`src/rtl/yl3_rx_decoder.sv`:
```
// Receive-side decoder for the YL-3 dual-595 serial link: oversamples DIO/SCK/RCK,
// rebuilds {pos, seg} words and maintains the segment and ASCII display images.
module yl3_rx_decoder #(
  parameter int unsigned SYNC_STAGES = 2
) (
  input  logic        CLK,
  input  logic        nRST,
  input  logic        DIO,
  input  logic        SCK,
  input  logic        RCK,
  output logic [63:0] SEG_ARRAY,
  output logic [63:0] CHR_ARRAY,
  output logic [15:0] WORD,
  output logic        FRAME_VALID,
  output logic        FRAME_ERR,
  output logic        SCAN_DONE,
  output logic [15:0] FRAME_CNT
);

  localparam int unsigned WORD_W = 16;
  localparam int unsigned CNT_W  = 5;
  localparam int unsigned DIGITS = 8;
  localparam int unsigned SEG_W  = 8;
  localparam logic [CNT_W-1:0] CNT_MAX  = '1;
  localparam logic [CNT_W-1:0] CNT_WORD = CNT_W'(WORD_W);
  localparam logic [SEG_W-1:0] ASCII_SP = 8'h20;

  logic [SYNC_STAGES-1:0] dio_sync;
  logic [SYNC_STAGES-1:0] sck_sync;
  logic [SYNC_STAGES-1:0] rck_sync;
  logic                   sck_prev;
  logic                   rck_prev;
  logic [WORD_W-1:0]      shift_reg;
  logic [CNT_W-1:0]       bit_cnt;
  logic [DIGITS-1:0]      mask;

  logic              dio_bit_c;
  logic              sck_rise_c;
  logic              rck_rise_c;
  logic              pos_onehot_c;
  logic              accept_c;
  logic              reject_c;
  logic              scan_c;
  logic [DIGITS-1:0] pos_c;
  logic [DIGITS-1:0] mask_next_c;
  logic [SEG_W-1:0]  seg_c;
  logic [SEG_W-1:0]  chr_c;

  // Active-low .GFEDCBA pattern back to the character it displays.
  function automatic logic [SEG_W-1:0] seg_to_ascii(input logic [SEG_W-1:0] seg);
    case (seg)
      8'hC0:   return 8'h30;
      8'hF9:   return 8'h31;
      8'hA4:   return 8'h32;
      8'hB0:   return 8'h33;
      8'h99:   return 8'h34;
      8'h92:   return 8'h35;
      8'h82:   return 8'h36;
      8'hF8:   return 8'h37;
      8'h80:   return 8'h38;
      8'h98:   return 8'h39;
      8'h88:   return 8'h41;
      8'h83:   return 8'h62;
      8'hC6:   return 8'h43;
      8'hA1:   return 8'h64;
      8'h86:   return 8'h45;
      8'h8E:   return 8'h46;
      8'hFF:   return 8'h20;
      8'h7F:   return 8'h2E;
      default: return 8'h3F;
    endcase
  endfunction

  // Edge detection and frame evaluation on the pre-shift register contents.
  always_comb begin
    dio_bit_c    = dio_sync[SYNC_STAGES-1];
    sck_rise_c   = sck_sync[SYNC_STAGES-1] & ~sck_prev;
    rck_rise_c   = rck_sync[SYNC_STAGES-1] & ~rck_prev;
    pos_c        = shift_reg[WORD_W-1:SEG_W];
    seg_c        = shift_reg[SEG_W-1:0];
    chr_c        = seg_to_ascii(seg_c);
    pos_onehot_c = (pos_c != '0) && ((pos_c & (pos_c - DIGITS'(1))) == '0);
    accept_c     = rck_rise_c && (bit_cnt == CNT_WORD) && pos_onehot_c;
    reject_c     = rck_rise_c && !accept_c;
    mask_next_c  = mask | pos_c;
    scan_c       = accept_c && (mask_next_c == '1);
  end

  // Synchronizers plus one edge-detect flop; DIO shares the same depth as SCK.
  always_ff @(posedge CLK) begin
    if (!nRST) begin
      dio_sync <= '0;
      sck_sync <= '0;
      rck_sync <= '0;
      sck_prev <= 1'b0;
      rck_prev <= 1'b0;
    end else begin
      dio_sync <= {dio_sync[SYNC_STAGES-2:0], DIO};
      sck_sync <= {sck_sync[SYNC_STAGES-2:0], SCK};
      rck_sync <= {rck_sync[SYNC_STAGES-2:0], RCK};
      sck_prev <= sck_sync[SYNC_STAGES-1];
      rck_prev <= rck_sync[SYNC_STAGES-1];
    end
  end

  always_ff @(posedge CLK) begin
    if (!nRST) begin
      shift_reg   <= '0;
      bit_cnt     <= '0;
      mask        <= '0;
      SEG_ARRAY   <= '1;
      CHR_ARRAY   <= {DIGITS{ASCII_SP}};
      WORD        <= '1;
      FRAME_CNT   <= '0;
      FRAME_VALID <= 1'b0;
      FRAME_ERR   <= 1'b0;
      SCAN_DONE   <= 1'b0;
    end else begin
      if (sck_rise_c) shift_reg <= {shift_reg[WORD_W-2:0], dio_bit_c};

      // A latch restarts the count; a coincident shift becomes bit 1 of the next word.
      if (rck_rise_c)                          bit_cnt <= sck_rise_c ? CNT_W'(1) : '0;
      else if (sck_rise_c && bit_cnt != CNT_MAX) bit_cnt <= bit_cnt + CNT_W'(1);

      FRAME_VALID <= accept_c;
      FRAME_ERR   <= reject_c;
      SCAN_DONE   <= scan_c;

      if (accept_c) begin
        for (int unsigned i = 0; i < DIGITS; i++) begin
          if (pos_c[i]) begin
            SEG_ARRAY[SEG_W*(DIGITS-1-i) +: SEG_W] <= seg_c;
            CHR_ARRAY[SEG_W*(DIGITS-1-i) +: SEG_W] <= chr_c;
          end
        end
        WORD      <= shift_reg;
        FRAME_CNT <= FRAME_CNT + 16'd1;
        mask      <= scan_c ? '0 : mask_next_c;
      end
    end
  end

endmodule
```
`config.mk`:
```
export PLATFORM = sky130hd
export DESIGN_NAME = yl3_rx_decoder
export DESIGN_NICKNAME = d
export VERILOG_FILES = /design/src/rtl/yl3_rx_decoder.sv
export SDC_FILE = /design/constraint.sdc
export NUM_CORES = 1
export LEC_CHECK = 0
export ABC_AREA = 1
export CELL_PAD_IN_SITES_DETAIL_PLACEMENT = 1
export CELL_PAD_IN_SITES_GLOBAL_PLACEMENT = 2
export CORE_AREA = 2 2 185 187
export CTS_CLUSTER_DIAMETER = 50
export CTS_CLUSTER_SIZE = 25
export DETAILED_ROUTE_END_ITERATION = 8
export DIE_AREA = 0 0 187 189
export PLACE_DENSITY_LB_ADDON = 0.08
export SYNTH_ARGS = -nofsm -noshare
export SYNTH_HDL_FRONTEND = slang
export SYNTH_SLANG_ARGS = --single-unit
```
`constraint.sdc`:
```
create_clock -name CLK -period 2.68 [get_ports CLK]
set_input_delay 0.536 -clock CLK [delete_from_list [all_inputs] [get_ports CLK]]
set_output_delay 0.536 -clock CLK [all_outputs]
set_load 0.02 [all_outputs]
```
; ---- Word-level counts from Yosys, hierarchy flattened
; Cells that the tools add are included.
[word_totals]
register_bits = 200
output_inout_bits = 163
in_bits = 5
elab_cells = 82
[classes]
add_sub_neg = 3
reduce_logical = 18
n_mux = 5
n_bitwise = 6
n_eq_ne = 21
[ops]
columns = operator, n
row1 = equality test 8 bit (second input constant), 18
row2 = one-hot mux 7 bit (18 select lines), 1
row3 = adder 16 x 1 -> 16 bit (second input constant), 1
row4 = AND reduction 2 bit, 8
row5 = 2-to-1 mux 5 bit, 2
row6 = AND 8 bit, 1
row7 = equality test 8 x 7 -> 1 bit (second input constant), 1
row8 = zero test 8 bit, 1
row9 = 2-to-1 mux 8 bit, 1
row10 = bitwise OR 8 bit, 1
row11 = nonzero test 8 bit, 1
row12 = subtractor 8 x 1 -> 8 bit (second input constant), 1
row13 = logical AND 1 bit, 6
row14 = adder 5 x 1 -> 5 bit (second input constant), 1
row15 = equality test 5 bit (second input constant), 1
row16 = != test 5 bit (second input constant), 1
row17 = AND 1 bit, 2
row18 = NOT 1 bit, 2
row19 = nonzero test 2 bit, 1
row20 = zero test 1 bit, 1
row21 = 2-to-1 mux 1 bit, 1

; ---- Depth between registers and ports, before layout
[depth]
ltp_word = 7
ltp_mapped = 13
depth_no_buf = 12

; ---- Worst setup path after synthesis
; No wires, ideal clock.
[synth_timing]
path_kind = register to register
start = reg shift_reg[12]
end = reg CHR_ARRAY[21]
path_buffers = 3
setup_slack_ns = 0.995
t_required_ns = 2.566
arrival_ns = 1.571
stages_incl_launch_ff = 12
setup_ns = 0.114
period_less_slack_ns = 1.685
path_cell_list = dfxtp_1 buf_2 nor2_1 nand3_1 nand2_1 nand2_1 nor2_2 buf_6 buf_6 nand3_1 nor2_1 nor2_1
[synth_between]
elab_chain_len = 6
word_cells_on_any_way = 7
classes_between = add/sub (1) / bitwise (1) / reduce/logical (5)
[synth_rtl]
columns = element, line_no
row1 = "start, declared", 33  ; logic [WORD_W-1:0] shift_reg;
row2 = "start signal, assigned", 119  ; if (sck_rise_c) shift_reg <= {shift_reg[WORD_W-2:0], dio_bit_c};
row3 = subtractor 8 x 1 -> 8 bit, 82  ; pos_onehot_c = (pos_c != '0) && ((pos_c & (pos_c - DIGITS'(1))) == '0);
row4 = AND 8 bit, 82
row5 = zero test 8 bit, 82
row6 = logical AND 1 bit *, 82
row7 = logical AND 1 bit *, 83  ; accept_c = rck_rise_c && (bit_cnt == CNT_WORD) && pos_onehot_c;
row8 = AND reduction 2 bit (no line) *, -
row9 = "end signal, assigned", 112  ; CHR_ARRAY <= {DIGITS{ASCII_SP}};
row10 = "end signal, assigned by index", 133  ; CHR_ARRAY[SEG_W*(DIGITS-1-i) +: SEG_W] <= chr_c;
row11 = "end, declared", 12  ; output logic [63:0] CHR_ARRAY,
; Every way passes the cells marked *; elsewhere a longest branch is shown, timed or not.
; A chain may end at the register's enable or synchronous reset.

; ---- Worst setup path after layout
[layout_timing]
start = reg shift_reg[11]
end = reg CHR_ARRAY[48]
; The elaborated chain is that of the path after synthesis.

==> results.py <==
metrics = {
    "run_status": {
        "status": "finished, final reports clean",
    },
    "finish": {
        "fin_util_pct": 32.7,
        "n_antenna_cell": 0,
        "largest_register": "SEG_ARRAY",
        "final_cells": 1720,
        "syn_to_final_growth_pct": 31.5,
        "design_area_sq_um": 10900,
        "top_regs": "SEG_ARRAY x64, CHR_ARRAY x56",
        "layout-drive-gt1-share_pct": 6.21,
        "nets": 1269,
        "largest_register_ff_count": 64,
        "fillers": 4033,
    },
    "sta": {
        "slew_violations": 0,
        "rsz0062_at_grt": "false",
        "fmax_mhz": 458,
        "relSlewSlack_pct": 63.1,
        "fin_hold_ws_ns": 0.421,
        "finalHoldViolCount": 0,
        "clock_skew_ns": 0.0139,
        "setup_tns_ns": 0,
        "fin_crit_ns": 2.18,
        "fin_ws_ns": 0.496,
        "fin_crit_sh_pct": 81.5,
        "worstMarginPinSlew_ns": 0.550,
        "setup_violations": 0,
    },
    "floorplanning": {
        "dieArea_sq_um": 35300,
        "initial_utilization_pct": 24.9,
        "die_w_um": 187,
        "row_count": 67,
        "pin_count": 168,
        "die_height_um": 189,
        "core_area_sq_um": 33300,
    },
    "global_route": {
        "antenna_found_initial": 0,
        "first_global_vias": 7814,
        "grt_max_degree": 82,
        "grt-ovfl-total": 0,
        "grt_pass1_wl_um": 46200,
        "grtUsageTotal_pct": 16.8,
    },
    "yosys": {
        "avgSynthCellArea_sq_um": 7.35,
        "ys_seq_area_share_pct": 46.5,
        "synth_cell_type_count": 32,
        "synth_flop_cell": "dfxtp_1",
        "yosysWarnings": 0,
        "ys_ff_latch": 192,
        "syn_inst": 1125,
        "synth_edf_count": 0,
        "synth_area_sq_um": 8270,
        "synth-async-reset-ratio_pct": 0,
    },
    "cts": {
        "clockBufferDepth": 2,
        "cts.reportedPaths.clkPinSlew_ns": 0.08,
        "cts_setup_buffers": 0,
        "htree_levels": 4,
        "root_buffer": "clkbuf_16",
        "clk_latency_ns": 0.45,
        "cts.sinks": 192,
        "cts-resized-gates": 0,
        "tritoncts": "done",
        "cts_buffers": 17,
        "cts_hold_buf": 0,
    },
    "routing": {
        "routedLengthMet1_um": 15400,
        "wl_per_cell_um": 17.2,
        "ant_nets": 0,
        "wl_met2_um": 13100,
        "vias_per_cell": 4.48,
        "top_layer": "met4",
        "drtPass1Iterations": 4,
        "routed_wl_um": 29600,
        "first_iter_violations": 322,
        "dr_wl_met3_um": 895,
        "num_vias": 7704,
        "drc": 0,
    },
    "place": {
        "port_buffers": 159,
        "dp_slack_ns": 0.506,
        "dp_hpwl_um": 20700,
        "place_congestion": 0.799,
        "dp.cells": 1689,
        "placed_cell_area_sq_um": 10300,
    },
    "power_and_ir_drop": {
        "vdd_drop_max_uv": 432,
        "total_power_mw": 5.81,
        "leakagePower_nw": 4.61,
        "p_per_area_nw_per_um2": 534,
    },
    "worst_setup_path": {
        "required_ns": 3.07,
        "cp.arrival_ns": 2.57,
        "setup.worst_path.start_class": "register",
        "path_max_fanout": 53,
        "worstSetupPathType": "reg2reg",
        "reg2reg_slack_ns": 0.50,
        "end_kind": "register",
    },
    "hold_path": {
        "hold_class": "reg2reg",
    },
    "run": {
        "maxCapViolations": 0,
    },
}
[area by class of cell]
| class | instances | area (sq um) | share of cell area, % |
|---|---|---|---|
| clock buffers | 19 | 443 | 4.07 |
| clock inverters | 12 | 126 | 1.16 |
| inverters | 127 | 477 | 4.38 |
| multi-input cells | 730 | 3550 | 32.6 |
| flip-flops and latches | 192 | 3840 | 35.3 |
| well taps | 448 | 561 | 5.15 |
| repair buffers | 192 | 1880 | 17.3 |
[cells in the mapped netlist (2+ instances only)]
cell | instances | area share (%)
nand2_1 | 245 | 11
dfxtp_1 | 192 | 46
inv_1 | 124 | 5.6
nor2_1 | 124 | 5.6
nand3_1 | 93 | 5.6
nand4_1 | 76 | 5.7
nand3b_1 | 64 | 5.8
a21oi_1 | 43 | 2.6
clkbuf_1 | 35 | 1.6
o21ai_0 | 34 | 2.1
buf_2 | 16 | 0.97
o21ai_1 | 14 | 0.85
buf_4 | 13 | 1.2
buf_1 | 12 | 0.54
buf_6 | 7 | 0.95
nand2_4 | 5 | 0.68
ha_1 | 4 | 0.61
nor3_1 | 4 | 0.24
o22ai_1 | 3 | 0.23
clkinv_1 | 2 | 0.091
nor2_2 | 2 | 0.15
nor2_4 | 2 | 0.27
or2_2 | 2 | 0.15
[cells by family (layout without fill, tap and decap cells)]
group	Yosys count	in the layout	share of synthesized area, %
buffers and inverters	210	350	11.0
other	1	8	0.0453
flip-flops	192	192	46.5
AO/OA/AOI/OAI	99	99	6.25
adder cells (fa/ha/maj)	4	4	0.605
AND/OR/NAND/NOR	619	619	35.6
[metal layers]
layer | GRT usage [%] | vias to the layer above
li1 | - | 3909
met1 | 24.0 | 3657
met2 | 26.5 | 123
met3 | 2.87 | 15
met4 | 3.82 | 0
met5 | 0 | -
[where the power goes]
| part | internal [mW] | switching (mW) |
|---|---|---|
| sequential | 2.87 | 0.0260 |
| clock | 1.33 | 1.26 |
| combinational | 0.0772 | 0.248 |
[path summary, 6_finish.rpt]
path              cells past startpoint                         end                       start
setup / recovery                     10  CHR_ARRAY[48]$_SDFFE_PN0P_  shift_reg[11]$_SDFFE_PN0P_
hold reg to reg                       2      sck_sync[1]$_SDFF_PN0_      sck_sync[0]$_SDFF_PN0_
setup reg to reg                     10  CHR_ARRAY[48]$_SDFFE_PN0P_  shift_reg[11]$_SDFFE_PN0P_
hold / removal                        2      sck_sync[1]$_SDFF_PN0_      sck_sync[0]$_SDFF_PN0_
[layout by cell type (no fill, tap or decap), drive strengths merged]
cell,n
nand4,76
o22ai,3
a21oi,43
clkbuf,19
o21bai,1
nor3,4
nand2,251
o21ai,49
bufinv,1
buf,34
o211a,1
or2,2
a211oi,1
nor2,128
conb,8
nand3b,64
dfxtp,192
inv,131
clkdlybuf4s50,158
clkinvlp,4
o22a,1
ha,4
clkinv,3
nand3,94
[critical path, cell delays in order, from the launching register on]
cell,delay (ns)
dfxtp_1,0.43
nor2_1,0.20
nand2_2,0.11
nand2_1,0.09
nand4_1,0.18
nor2_4,0.20
buf_12,0.28
nand3_1,0.26
inv_1,0.22
nand2_1,0.08
nand2_1,0.07
Power figures use the tool's default switching activity.
